$ cat src/rtl/svnet_pkg.sv
// Shared svnet definitions: gather state encoding and the lane-packing convention
// used by both the gather stage and the tree adder.
package svnet_pkg;

   typedef enum logic {
      FILL = 1'b0,
      FULL = 1'b1
   } svnet_gather_state_t;

   // Packed vectors put lane 0 in the LSBs; lane n starts at bit n*width.
   function automatic int svnet_lane_lsb(input int lane, input int width);
      return lane * width;
   endfunction

endpackage

$ cat src/rtl/svnet_tree_gather.sv
// Gathers a stream of operand words into a COUNT-lane vector for the tree adder.
// Handshake: a transfer happens on a rising edge where valid && ready are both high.
module svnet_tree_gather
   import svnet_pkg::*;
#(
   parameter int WIDTH = 1,
   parameter int COUNT = 1
) (
   input  logic                         clk,
   input  logic                         rst,
   input  logic                         i_valid,
   output logic                         i_ready,
   input  logic [WIDTH-1:0]             i_data,
   input  logic                         i_last,
   output logic                         o_valid,
   input  logic                         o_ready,
   output logic [COUNT*WIDTH-1:0]       o_data,
   output logic [$clog2(COUNT+1)-1:0]   o_count,
   output svnet_gather_state_t          dbg_state
);

   localparam int CNT_W = $clog2(COUNT + 1);
   localparam logic [CNT_W-1:0] LAST_IDX = CNT_W'(COUNT - 1);
   localparam logic [CNT_W-1:0] ONE      = CNT_W'(1);

   svnet_gather_state_t        state_q, state_d;
   logic [CNT_W-1:0]           idx_q, idx_d;
   logic [CNT_W-1:0]           count_q, count_d;
   logic [COUNT*WIDTH-1:0]     data_q, data_d;
   logic                       accept;

   always_ff @(posedge clk) begin
      if (rst) begin
         state_q <= FILL;
         idx_q   <= '0;
         count_q <= '0;
         data_q  <= '0;
      end else begin
         state_q <= state_d;
         idx_q   <= idx_d;
         count_q <= count_d;
         data_q  <= data_d;
      end
   end

   always_comb begin
      state_d = state_q;
      idx_d   = idx_q;
      count_d = count_q;
      data_d  = data_q;
      i_ready = (state_q == FILL) ? 1'b1 : o_ready;
      accept  = i_valid && i_ready;
      unique case (state_q)
         FILL: begin
            if (accept) begin
               for (int l = 0; l < COUNT; l++) begin
                  if (idx_q == CNT_W'(l)) data_d[svnet_lane_lsb(l, WIDTH) +: WIDTH] = i_data;
               end
               if (idx_q == LAST_IDX || i_last) begin
                  state_d = FULL;
                  count_d = idx_q + ONE;
                  idx_d   = '0;
               end else begin
                  idx_d = idx_q + ONE;
               end
            end
         end
         FULL: begin
            // Handoff clears the vector; a word arriving in the same cycle seeds lane 0.
            if (o_ready) begin
               state_d = FILL;
               idx_d   = '0;
               count_d = '0;
               data_d  = '0;
               if (accept) begin
                  data_d[WIDTH-1:0] = i_data;
                  if (LAST_IDX == '0 || i_last) begin
                     state_d = FULL;
                     count_d = ONE;
                  end else begin
                     idx_d = ONE;
                  end
               end
            end
         end
         default: ;
      endcase
   end

   assign o_valid   = !rst && (state_q == FULL);
   assign o_data    = rst ? '0 : data_q;
   assign o_count   = rst ? '0 : count_q;
   assign dbg_state = state_q;

endmodule

$ cat config.mk
export PLATFORM = sky130hd
export DESIGN_NAME = svnet_tree_gather
export DESIGN_NICKNAME = d
export VERILOG_FILES = /design/src/rtl/svnet_pkg.sv /design/src/rtl/svnet_tree_gather.sv
export SDC_FILE = /design/constraint.sdc
export NUM_CORES = 1
export LEC_CHECK = 0
export CORE_AREA = 2 2 39 41
export CTS_CLUSTER_DIAMETER = 60
export DETAILED_ROUTE_END_ITERATION = 8
export DIE_AREA = 0 0 41 43
export PLACE_DENSITY = 0.49
export SLEW_MARGIN = 20
export SYNTH_ARGS = -nofsm -noshare
export SYNTH_HDL_FRONTEND = slang
export SYNTH_SLANG_ARGS = --single-unit
$ cat constraint.sdc
create_clock -name clk -period 2.1 [get_ports clk]
set_input_delay 0.42 -clock clk [delete_from_list [all_inputs] [get_ports clk]]
set_output_delay 0.42 -clock clk [all_outputs]
set_load 0.005 [all_outputs]
After elaboration in Yosys (flattened, before gate mapping) --
Cells that the tools add are included.
Storage, ports and cells: register bits after elaboration 4, latch bits 0, memory bits (writable) 0, memory bits (read-only) 0, output and inout port bits 5, logic and storage cells 39, memories 0
Operators by class: add/subtract/negate cells 1, multiply operators 0, divide/modulo/power cells 0, magnitude comparators 0, eq/ne operators 4, shifts and indexed selects 0, multiplexer cells 21, bitwise logic cells 2, reductions and logical operators 7
Operator list (number):
- 1-bit two-way mux | 17
- 1-bit case mux with 2 select lines | 4
- 2-bit inequality test, second input constant | 3
- 3-bit AND reduction | 2
- 1-bit logical AND | 2
- 2-bit by 1-bit inequality test with 1-bit output, second input constant | 1
- 1-bit NOT | 2
- 2-bit AND reduction | 1
- 1-bit adder, second input constant | 1
- 1-bit zero test | 1
- 1-bit logical OR | 1

Logic depth before layout (Yosys ltp) --
Gate-level depths: netlist of run 1.
depth in word-level cells 5, gate-level depth with buffers 3

Least setup slack after synthesis of run 1 --
Ideal clock, no wire load.
kind input to output, start in rst, end out o_count, data arrival time 0.566 ns, slack 1.114 ns, stages 1, path buffers 0, cell sequence nor2b_1
Between the ends: longest elaborated chain between the ends 1
RTL lines:
- start: declaration | RTL line svnet_tree_gather.sv:10 | input logic rst,
- 1-bit two-way mux | RTL line svnet_tree_gather.sv:92 | assign o_count = rst ? '0 : count_q;
- end: declaration | RTL line svnet_tree_gather.sv:18 | output logic [$clog2(COUNT+1)-1:0] o_count,
Every way passes these cells.

Worst setup path after layout of run 1 --
start in o_ready, end out i_ready
Between the ends: longest elaborated chain between the ends 1
RTL lines:
- start: declaration | RTL line svnet_tree_gather.sv:16 | input logic o_ready,
- 1-bit two-way mux | RTL line svnet_tree_gather.sv:51 | i_ready = (state_q == FILL) ? 1'b1 : o_ready;
- end: declaration | RTL line svnet_tree_gather.sv:12 | output logic i_ready,
Every way passes these cells.

==> results of run 1 <==
-- metrics by stage --
| stage | power [mW] | instance area, sq um | instances |
|---|---|---|---|
| 3_5_place_dp | 0.123 | 320 | 48 |
| 5_1_grt | 0.234 | 348 | 51 |
| 3_3_place_gp | 0.123 | 320 | 48 |
| 6_report | 0.215 | 348 | 51 |
| 4_1_cts | 0.220 | 343 | 51 |
| 2_1_floorplan | 0.0988 | 200 | 22 |
-- cell families after synthesis --
kind of cell	count (synthesis)	share of synthesized area, %
DFF	4	40.0
AOI/OAI and AO/OA	6	21.9
buffers and inverters	1	1.87
and+or+nand+nor	11	36.2
-- sequential cells by signal (all words and copies together), names as in the netlist --
register and cells:
idx_q 1, dbg_state 1, count_q 1, data_q 1
-- final timing paths --
check                                           from                   end  slack (ns)  cells past startpoint
worst max register to register  dbg_state$_SDFF_PP0_  count_q$_SDFFE_PP0P_        1.08                      3
worst max-delay path                         o_ready               i_ready        0.20                      4
worst min register to register  dbg_state$_SDFF_PP0_  dbg_state$_SDFF_PP0_        0.56                      2
worst min-delay path                             rst  dbg_state$_SDFF_PP0_        0.51                      2
-- timing repair --
action / CTS / global route
setup endpoints to repair: 0 / 2
resized for setup: 0 / 2
setup buffers: 0 / 0
hold buffers: 0 / 0
-- power groups by stage --
| stage | registers, mW | clock network (mW) | logic (mW) |
|---|---|---|---|
| finish | 0.0834 | 0.0931 | 0.0382 |
| global route | 0.0840 | 0.108 | 0.0424 |
| CTS | 0.0834 | 0.0982 | 0.0383 |
| detailed placement | 0.0846 | 0 | 0.0380 |
| global placement | 0.0847 | 0 | 0.0384 |
| floorplan | 0.0839 | 0 | 0.0149 |
-- cell type report --
cell class / count / share of cell area [%]
multi-input combinational: 17 / 34.2
tap: 16 / 5.76
timing repair buffer: 10 / 29.5
inverter: 1 / 1.08
sequential: 4 / 23.0
clock buffer: 3 / 6.47
-- critical path: stages --
cell and delay, ns:
clkdlybuf4s50_1 0.47, inv_1 0.05, nand2_1 0.05, clkdlybuf4s50_1 0.49
-- layout by cell type, fill, tap and decap left out --
| cell | count |
|---|---|
| nor2b_2 | 1 |
| a31o_1 | 1 |
| clkdlybuf4s50_1 | 9 |
| o21ai_0 | 2 |
| clkbuf_4 | 3 |
| nand2_1 | 3 |
| o211a_1 | 1 |
| nor2b_1 | 3 |
| dfxtp_1 | 4 |
| nand2b_4 | 1 |
| a21oi_1 | 1 |
| and4b_1 | 1 |
| dlymetal6s2s_1 | 1 |
| inv_1 | 1 |
| nand2b_1 | 2 |
| a32o_1 | 1 |
-- routing by layer --
layer / GRT usage (%) / vias to the layer above / share of wire [%]
met1: 7.74 / 91 / 43
met2: 8.75 / 9 / 43
met3: 6.81 / 0 / 14
li1: - / 107 / -
met4: 2.00 / 0 / 0
met5: 0 / - / 0
==> metrics.md, run 1 <==
| Metric | Value |
|---|---|
| Status | finished, final reports clean |
| Top_reg_cell synth | dfxtp_1 |
| Setup tns final | 0 ns |
| Vias in the first global route | 197 |
| Wirelength, routed | 473 um |
| P&R area growth vs syn | 73.8% |
| Starting Density | 14.5% |
| Worst path required time | 1.68 ns |
| Antenna Nets Post-Route | 0 |
| Distinct cell type count after synthesis | 12 |
| Final setup viols | 0 |
| Layout cells sized above 1 | 14.3% |
| Max Fclk | 525 MHz |
| Switching part of the total | 20.9% |
| Post-Synthesis Cells | 22 |
| Skew-Pair Late Insertion Delay | 0.23 ns |
| Synthesized area | 200 sq um |
| Crit Path Category | primary input to output pin |
| Final setup margin | 0.195 ns |
| Die extent in x | 41 um |
| Filler Cell Count | 158 |
| Global-route wire length before repair | 779 um |
| Iter 0 DRT Violations | 0 |
| Startpoint types | primary input |
| Clock share of power | 43.4% |
| Multi-input gate area | 119 sq um |
| Syn_nets | 28 |
| Seq/Total Area, Yosys | 40.0% |
| Leak Pwr | 0.154 nW |
| Sequential power share | 38.8% |
| Post-synth top area cell | dfxtp_1 |
| Routability congestion estimate from global placement | 0.715 |
| Final design utilization | 25.1% |
| Hold/Removal Path Class | primary input to flop |
| Yosys Warn Count | 0 |
| Final min period | 1.90 ns |
| Num CTS Buffers | 3 |
| RSZ-0062 raised after global routing | false |
| Mean routed wirelength per cell | 9.27 um |
| Die Y | 43 um |
| Combinational Power Share | 17.8% |
| Clk buf depth | 2 |
| Grt ovf | 0 |
| Global Route Usage Sum | 6.83% |
| Max_cap viols | 0 |
| CTS tree | built |
| Maximum VDD drop | 0.371 mV |
| Hold WS | 0.509 ns |
| Port Buffer Count | 10 |
| Die area | 1760 sq um |
| H-tree depth | 1 |
| Drt drc | 0 |
| Crit. End Element | output pin |
| Diodes inserted | 0 |
| Post-synth top area share | 40.0% |
| Row count | 14 |
| Ys async rst share | 0% |
| Clock root buffer | clkbuf_4 |
| Worst clock skew | 0.00331 ns |
| Initial antenna violation count | 0 |
| Largest net degree at the start of global routing | 8 |
| Arrival time worst endpoint | 1.48 ns |
| Area contributors post-synth | dfxtp_1 (40%), nor2b_1 (13%), nand2b_4 (6.9%) |
| Pre-CTS setup slack | 0.0432 ns |
| Cell internal pwr | 0.170 mW |
| Pre-antenna DRT Iters | 1 |
| Yosys reg bits | 4 |
| PD cells | 617 nW/um^2 |
| Via count | 207 |
| Vias per std cell | 4.06 |
| Hold Fails Final Rpt | 0 |
| Switching power | 0.0449 mW |
| Clock transition at the registers of the reported paths | 0.04 ns |
| Final period util | 90.7% |
| Num Clock Sinks | 4 |
| Post-synth EDFFs | 0 |
| Slew @ Worst Pin | 0.233 ns |
| List of most frequent post-synthesis cells | dfxtp_1 (4), nor2b_1 (4), nand2_1 (3) |
| Final-report max-slew violation count | 0 |
| Mean Syn Cell Area | 9.10 sq um |
| Register area | 80.1 sq um |
| Core box area | 1380 sq um |
| CP Max Fanout | 2 |
| NumNets Final | 43 |
| Slew HR | 84.3% |
| # IOs | 11 |
Power figures use the tool's default switching activity.
==> inputs of run 2 (changes only) <==
SLEW_MARGIN = not set   (was 20)
==> results of run 2 <==
Same layout as run 1: the final DEF is identical, and so are final timing and power.
==> inputs of run 3 (changes only) <==
GPL_TIMING_DRIVEN = 0   (was not set)
==> run 3 against run 2 <==
First-iteration DRC count is 4 higher. Setup slack worse by 0.0081 ns. Total power is 0.11% lower. Critical path type unchanged. Sequential share of layout area is 0.17 points higher. Sequential cell count stayed put. Largest cell class unchanged.
==> metrics.md, run 3 (synthesis gave the netlist of run 1 again) <==
| Metric | Value |
|---|---|
| Status | finished, final reports clean |
| Die Y | 43 um |
| Grt ovf | 0 |
| Area after DPL | 320 sq um |
| Worst path required time | 1.68 ns |
| Port Buffer Count | 10 |
| Final period util | 91.1% |
| Iter 0 DRT Violations | 4 |
| Die extent in x | 41 um |
| Num Clock Sinks | 4 |
| Drt drc | 0 |
| Slew HR | 83.2% |
| Num CTS Buffers | 3 |
| PD cells | 621 nW/um^2 |
| Maximum VDD drop | 0.368 mV |
| Arrival time worst endpoint | 1.49 ns |
| RSZ-0062 raised after global routing | false |
| Hold WS | 0.488 ns |
| Starting Density | 14.5% |
| Max_cap viols | 0 |
| Vias per std cell | 3.84 |
| Mean routed wirelength per cell | 9.41 um |
| Setup tns final | 0 ns |
| Layout cells sized above 1 | 11.4% |
| Post-CTS setup buffers | 0 |
| Vias in the first global route | 159 |
| Max Fclk | 523 MHz |
| Antenna Nets Post-Route | 0 |
| Hold/Removal Path Class | primary input to flop |
| DP HPWL | 363 um |
| Commonest non-fill, non-tap cells in the layout | clkdlybuf4s50_1 (9), nor2b_1 (4), dfxtp_1 (4) |
| Final min period | 1.91 ns |
| Leak Pwr | 0.154 nW |
| Global Route Usage Sum | 6.12% |
| Clk buf depth | 2 |
| Hold Fails Final Rpt | 0 |
| # IOs | 11 |
| Commonest non-fill, non-tap cell in the layout | clkdlybuf4s50_1 |
| Routability congestion estimate from global placement | 0.716 |
| Diodes inserted | 0 |
| Row count | 14 |
| Startpoint types | primary input |
| NumNets Final | 43 |
| CTS tree | built |
| Crit Path Category | primary input to output pin |
| Hold buffer count at CTS | 0 |
| Initial antenna violation count | 0 |
| Final-report max-slew violation count | 0 |
| P&R area growth vs syn | 72.5% |
| Clock root buffer | clkbuf_4 |
| Largest net degree at the start of global routing | 8 |
| Via count | 196 |
| Core box area | 1380 sq um |
| Pre-antenna DRT Iters | 4 |
| H-tree depth | 1 |
| CP Max Fanout | 2 |
| Wirelength, routed | 480 um |
| Skew-Pair Late Insertion Delay | 0.23 ns |
| Worst clock skew | 0.00608 ns |
| Die area | 1760 sq um |
| Final setup viols | 0 |
| Clock transition at the registers of the reported paths | 0.04 ns |
| Final Cell Area | 345 sq um |
| Slew @ Worst Pin | 0.249 ns |
| Crit. End Element | output pin |
| Global-route wire length before repair | 662 um |
| Final design utilization | 25.0% |
-- run 3: routing by layer --
metal  vias up  share of wire (%)  global-route usage [%]
met3         0                7.9                    6.28
met4         0                  0                    4.00
met5         -                  0                       0
li1        108                  -                       -
met2         6                 39                    5.63
met1        82                 53                    8.04
-- run 3: report_power, final --
| part | leakage [nW] | internal (mW) | switching (mW) |
|---|---|---|---|
| registers | 0.0330 | 0.0807 | 0.00272 |
| logic | 0.107 | 0.0250 | 0.0127 |
| clock network | 0.0138 | 0.0638 | 0.0296 |
-- run 3: path summary, 6_finish.rpt --
check,slack [ns],endpoint,from,cells after the start
hold reg to reg,0.57,dbg_state$_SDFF_PP0_,dbg_state$_SDFF_PP0_,2
setup reg to reg,1.07,count_q$_SDFFE_PP0P_,dbg_state$_SDFF_PP0_,3
setup / recovery,0.19,i_ready,o_ready,4
hold / removal,0.49,dbg_state$_SDFF_PP0_,rst,2
-- run 3: through the flow --
step,total power [mW],instances,setup WS [ns]
2_1_floorplan,0.0988,22,1.11
3_3_place_gp,0.123,48,0.0377
3_5_place_dp,0.123,48,0.0280
4_1_cts,0.220,51,0.0247
5_1_grt,0.232,51,0.111
6_report,0.214,51,0.187
-- run 3: what timing repair did --
item,4_1_cts,5_1_grt
endpoints found under the setup margin,0,1
resized for setup,0,1
hold endpoints to repair,0,0
-- run 3: worst max-delay path: stages --
cell and delay [ns]:
clkdlybuf4s50_1 0.48, inv_1 0.05, nand2_1 0.05, clkdlybuf4s50_1 0.49
-- run 3: layout make-up --
class / instances / area [sq um]
Fill cell: 154 / 1040
Multi-Input combinational cell: 17 / 116
Timing Repair Buffer: 10 / 103
Sequential cell: 4 / 80.1
Clock buffer: 3 / 22.5
Tap cell: 16 / 20.0
Inverter: 1 / 3.75
==> edit 1 (settings of run 2) <==
Put a register stage on the output `o_count`, without a reset. The value now appears one clock later. The other outputs are not delayed to match.
--- a/src/rtl/svnet_tree_gather.sv
+++ b/src/rtl/svnet_tree_gather.sv
@@ -91,3 +91,5 @@
    assign o_data    = rst ? '0 : data_q;
-   assign o_count   = rst ? '0 : count_q;
+   always_ff @(posedge clk) begin
+      o_count <= rst ? '0 : count_q;
+   end
    assign dbg_state = state_q;
Formal check against the unedited RTL: not equivalent (Yosys sat finds a counterexample within 4 cycles, from zero or initial values and one cycle with rst high).
==> edit 1 against run 2 <==
  * Synthesized cell count rose by 4.5%
  * Hold slack got worse by 40 ps
  * Sequential power rose by 25%
  * Area after synthesis rose by 10%
  * Clock power rose by 20%
  * Final area rose by 7.6%
  * Setup slack got worse by 75 ps
  * Total power rose by 19%
  * Combinational power rose by 3%
  * Sequential cell count rose by 1
  * First-iteration DRC count rose by 1
  * Routed wire length rose by 9.3%
  * Clock skew barely moved
==> edit 1: results (changes against run 2) <==
stage	metric	value	unit	change
drt	DR vias/cell	4.06		about the same
placed_design	GP Congestion	0.614		was 0.715
drt	drt total wl	517	um	was 473 um
yosys	syn nets	29		was 28
drt	Pre-antenna DRT Iters	2		was 1
cells_and_area	layout cell share with drive strength beyond 1	0.132		was 0.143
yosys	part of the Yosys area used for sequential elements	0.455		was 0.400
cells_and_area	nets	45		was 43
drt	Vias	219		was 207
sta	post-route clock skew	2.90	ps	was 3.31 ps
placed_design	post-place setup slack	109	ps	was 43.2 ps
yosys	synth warn	0		unchanged
yosys	syn_area_per_cell	9.57	um2	was 9.10 um2
setup_path	critical path data arrival time	1560	ps	was 1480 ps
outcome	outcome	complete, no violations		unchanged
global_route	M2 GR Usage	0.0813		was 0.0875
placed_design	IO Port Bufs	10		unchanged
setup_path	largest fanout on the critical path	3		was 2
global_route	largest net degree at the start of global routing	8		unchanged
clocking	H-tree levels	1		unchanged
clocking	Worst-Skew Late Latency	240	ps	
worst_hold_path	Hold Path Class	reg2reg		was in2reg
sta	Max transition margin	0.842		was 0.843
global_route	GRT Total Usage	0.0774		was 0.0683
global_route	wire length of the first global-routing pass	814	um	was 779 um
sta	TNS Setup	0	ps	unchanged
yosys	top area cells in the synthesized netlist	dfxtp_1 (45%), nor2b_1 (11%), nand2b_4 (6.3%), nand2b_1 (5.7%), nand2_1 (5.1%)		was dfxtp_1 (40%), nor2b_1 (13%), nand2b_4 (6.9%), nand2b_1 (6.3%), nand2_1 (5.6%)
global_route	initial antenna violation count	0		unchanged
pwr	P_leak	0.159	nW	was 0.154 nW
placed_design	dpl cells	50		was 48
drt	number of DRC markers in iteration 0	1		was 0
global_route	grt met3 use	0.0471		was 0.0681
yosys	top cells by count, synth	dfxtp_1 (5), nor2b_1 (4), nand2_1 (3)		was dfxtp_1 (4), nor2b_1 (4), nand2_1 (3)
global_route	met1 Usage GRT	0.0968		was 0.0774
pwr	worst vdd ir	231	uV	was 371 uV
yosys	Netlist cell types	12		unchanged
-- edit 1: kinds of logic after synthesis --
group	synth area share
simple gates	0.330
buf+inv	0.0170
flops	0.455
compound gates	0.199
-- edit 1: stage by stage --
stage	hold WS, ps	instance area, um2
3_3_place_gp	460	348
3_5_place_dp	461	348
6_report	469	374
5_1_grt	489	374
2_1_floorplan	444	220
4_1_cts	471	374
-- edit 1: worst max-delay path, stage by stage --
cell and delay, ps:
clkdlybuf4s50_1 450, nor2b_1 170, clkdlybuf4s50_1 520
-- edit 1: cell type report --
cell class / instances / area, um2
clock buffers: 4 / 26.3
fillers: 156 / 1010
inverters: 1 / 3.75
multi-input cells: 17 / 116
flip-flops and latches: 5 / 100
well taps: 16 / 20.0
repair buffers: 11 / 108
-- edit 1: worst paths after layout --
kind / startpoint / end / slack (ps) / cells past startpoint
hold / removal: count_q$_SDFFE_PP0P_ / o_count$_SDFF_PP0_ / 470 / 1
hold reg to reg: count_q$_SDFFE_PP0P_ / o_count$_SDFF_PP0_ / 470 / 1
setup / recovery: rst / o_data / 120 / 3
setup reg to reg: dbg_state$_SDFF_PP0_ / data_q$_SDFFE_PP0P_ / 1090 / 3
-- edit 1: routing by layer --
metal  vias up  routed length [um]  part of all wire
li1        111                   -                 -
met1        93                 257              0.50
met2        13                 186              0.36
met3         2                  57              0.11
met4         0                  15             0.029
met5         -                   0                 0
-- edit 1: where the power goes --
part,internal [mW],switching [mW],leakage (nW)
Sequential,0.101,0.00294,0.0412
Combinational,0.0264,0.0131,0.103
Clock,0.0719,0.0404,0.0150
Total,0.199,0.0564,0.159
==> edit 2 (flow settings as in run 2) <==
Without the edit above. The parameter `COUNT` goes from 1 to 2.
--- a/src/rtl/svnet_tree_gather.sv
+++ b/src/rtl/svnet_tree_gather.sv
@@ -6,3 +6,3 @@
    parameter int WIDTH = 1,
-   parameter int COUNT = 1
+   parameter int COUNT = 2
 ) (
Interface: changed (resized o_count and o_data); port bits go from 11 to 13. The function was not compared with the original's and may differ.
==> edit 2 against run 2 <==
  * Final area increased by 82%
  * Synthesized cell count increased by 150%
  * Critical path depth unchanged
  * Area after synthesis increased by 130%
  * Combinational power increased by 110%
  * Via count increased by 100%
  * Setup slack got worse by 65 ps
  * Total power increased by 62%
  * Largest cell class unchanged
  * Sequential cell count increased by 3
  * Routed wire length increased by 110%
  * Non-clock buffer count increased by 8
==> edit 2: results (changes against run 2) <==
stage	metric	value	unit	change
setup_path	critical path data arrival time	1550	ps	was 1480 ps
yosys	syn nets	62		was 28
clocking	maximum buffer depth of the clock tree	2		unchanged
global_route	GRT Total Usage	0.144		was 0.0683
cells_and_area	Fillers	136		was 158
worst_hold_path	Hold Path Class	reg2reg		was in2reg
setup_path	cells on worst reg2reg path	5		was 3
setup_path	RR Endpoint	idx_q[0]$_SDFFE_PP0P_		was count_q$_SDFFE_PP0P_
setup_path	critical path's top delay family	buffers and inverters		unchanged
setup_path	reg-to-reg startpoint	idx_q[1]$_SDFFE_PP0P_		was dbg_state$_SDFF_PP0_
cells_and_area	synth-to-layout area growth	40.8	%	was 73.8%
sta	Tmin final	1970	ps	was 1900 ps
placed_design	post-place setup slack	-73.1	ps	was 43.2 ps
setup_path	slowest stage delay, CP	500	ps	
placed_design	IO Port Bufs	12		was 10
pwr	P_leak	0.253	nW	was 0.154 nW
clocking	post-CTS sizing	1		was 0
placed_design	GP Congestion	0.668		was 0.715
cells_and_area	Inserted Diodes	0		unchanged
drt	Vias	424		was 207
setup_path	CP startpoint	o_ready		unchanged
global_route	largest net degree at the start of global routing	12		was 8
pwr	worst vdd ir	380	uV	was 371 uV
clocking	post-CTS setup repair buffer count	0		unchanged
sta	Max transition margin	0.783		was 0.843
yosys	syn_area_per_cell	8.34	um2	was 9.10 um2
sta	post-route clock skew	2.51	ps	was 3.31 ps
cells_and_area	layout cell share with drive strength beyond 1	0.151		was 0.143
setup_path	largest fanout on the critical path	3		was 2
drt	Pre-antenna DRT Iters	2		was 1
clocking	Worst-Skew Late Latency	250	ps	was 230 ps
yosys	Post-synth top flop	dfxtp_1		unchanged
placed_design	dpl cells	85		was 48
outcome	outcome	complete, no violations		unchanged
run	max-cap viol count	0		unchanged
setup_path	crit path max-delay cell type	clkdlybuf4s50_1		unchanged
cells_and_area	nets	82		was 43
yosys	asr flop ratio synth	0		unchanged
yosys	Netlist cell types	24		was 12
global_route	wire length of the first global-routing pass	1610	um	was 779 um
drt	drt wl/cell	11.0	um	was 9.27 um
yosys	part of the Yosys area used for sequential elements	0.311		was 0.400
yosys	top area cells in the synthesized netlist	dfxtp_1 (31%), nor2b_1 (9.7%), and4b_1 (6.7%), a21oi_1 (5.6%), ha_1 (5.6%)		was dfxtp_1 (40%), nor2b_1 (13%), nand2b_4 (6.9%), nand2b_1 (6.3%), nand2_1 (5.6%)
yosys	top cells by count, synth	dfxtp_1 (7), nor2b_1 (7), a21oi_1 (5), inv_1 (5), nand2_1 (5)		was dfxtp_1 (4), nor2b_1 (4), nand2_1 (3)
drt	drt total wl	978	um	was 473 um
setup_path	worst reg2reg setup slack	690	ps	was 1080 ps
placed_design	Post-Place Cell Area	609	um2	was 320 um2
global_route	number of global-route vias before repair	389		was 197
clocking	CTS Root Cell	clkbuf_4		unchanged
drt	number of DRC markers in iteration 0	3		was 0
edit 2: cell count changes in the layout (fill, tap and decap cells not counted), sizes merged, moves of 3 or more:
cell	delta
a21oi	+5
buf	+6
dfxtp	+3
inv	+4
nor2b	+3
edit 2: power by group:
group	switching (mW)	internal, mW
Sequential	0.00387	0.141
Clock	0.0516	0.0726
Combinational	0.0347	0.0446
edit 2: worst min-delay path by stage:
stage,start,to,slack (ps),depth (start not counted)
2_1_floorplan,data_q[1]$_SDFFE_PP0P_,data_q[1]$_SDFFE_PP0P_,450,2
3_3_place_gp,data_q[1]$_SDFFE_PP0P_,data_q[1]$_SDFFE_PP0P_,470,2
3_5_place_dp,data_q[1]$_SDFFE_PP0P_,data_q[1]$_SDFFE_PP0P_,470,2
4_1_cts,data_q[1]$_SDFFE_PP0P_,data_q[1]$_SDFFE_PP0P_,480,2
5_1_grt,data_q[1]$_SDFFE_PP0P_,data_q[1]$_SDFFE_PP0P_,500,2
6_report,data_q[1]$_SDFFE_PP0P_,data_q[1]$_SDFFE_PP0P_,480,2
edit 2: logic make-up (layout without fill, tap and decap cells):
logic type | count (synthesis) | count (layout) | share of synthesized area
muxes | 1 | 1 | 0.0222
DFF | 7 | 7 | 0.311
AOI/OAI and AO/OA | 15 | 15 | 0.233
and+or+nand+nor | 21 | 21 | 0.278
adders and majority gates | 2 | 2 | 0.0555
buffers and inverters | 8 | 27 | 0.100
edit 2: routing by layer:
metal  vias to the layer above  track usage  wire (um)
li1                        233            -          -
met1                       182        0.159        498
met2                         7        0.200        426
met3                         2       0.0942         37
met4                         0       0.0800         15
met5                         -            0          0
edit 2: final cells by class:
type,instances,area share
multi-input combinational,39,0.418
timing repair buffer,18,0.258
sequential,7,0.221
clock buffer,4,0.0414
tap,16,0.0316
inverter,5,0.0296
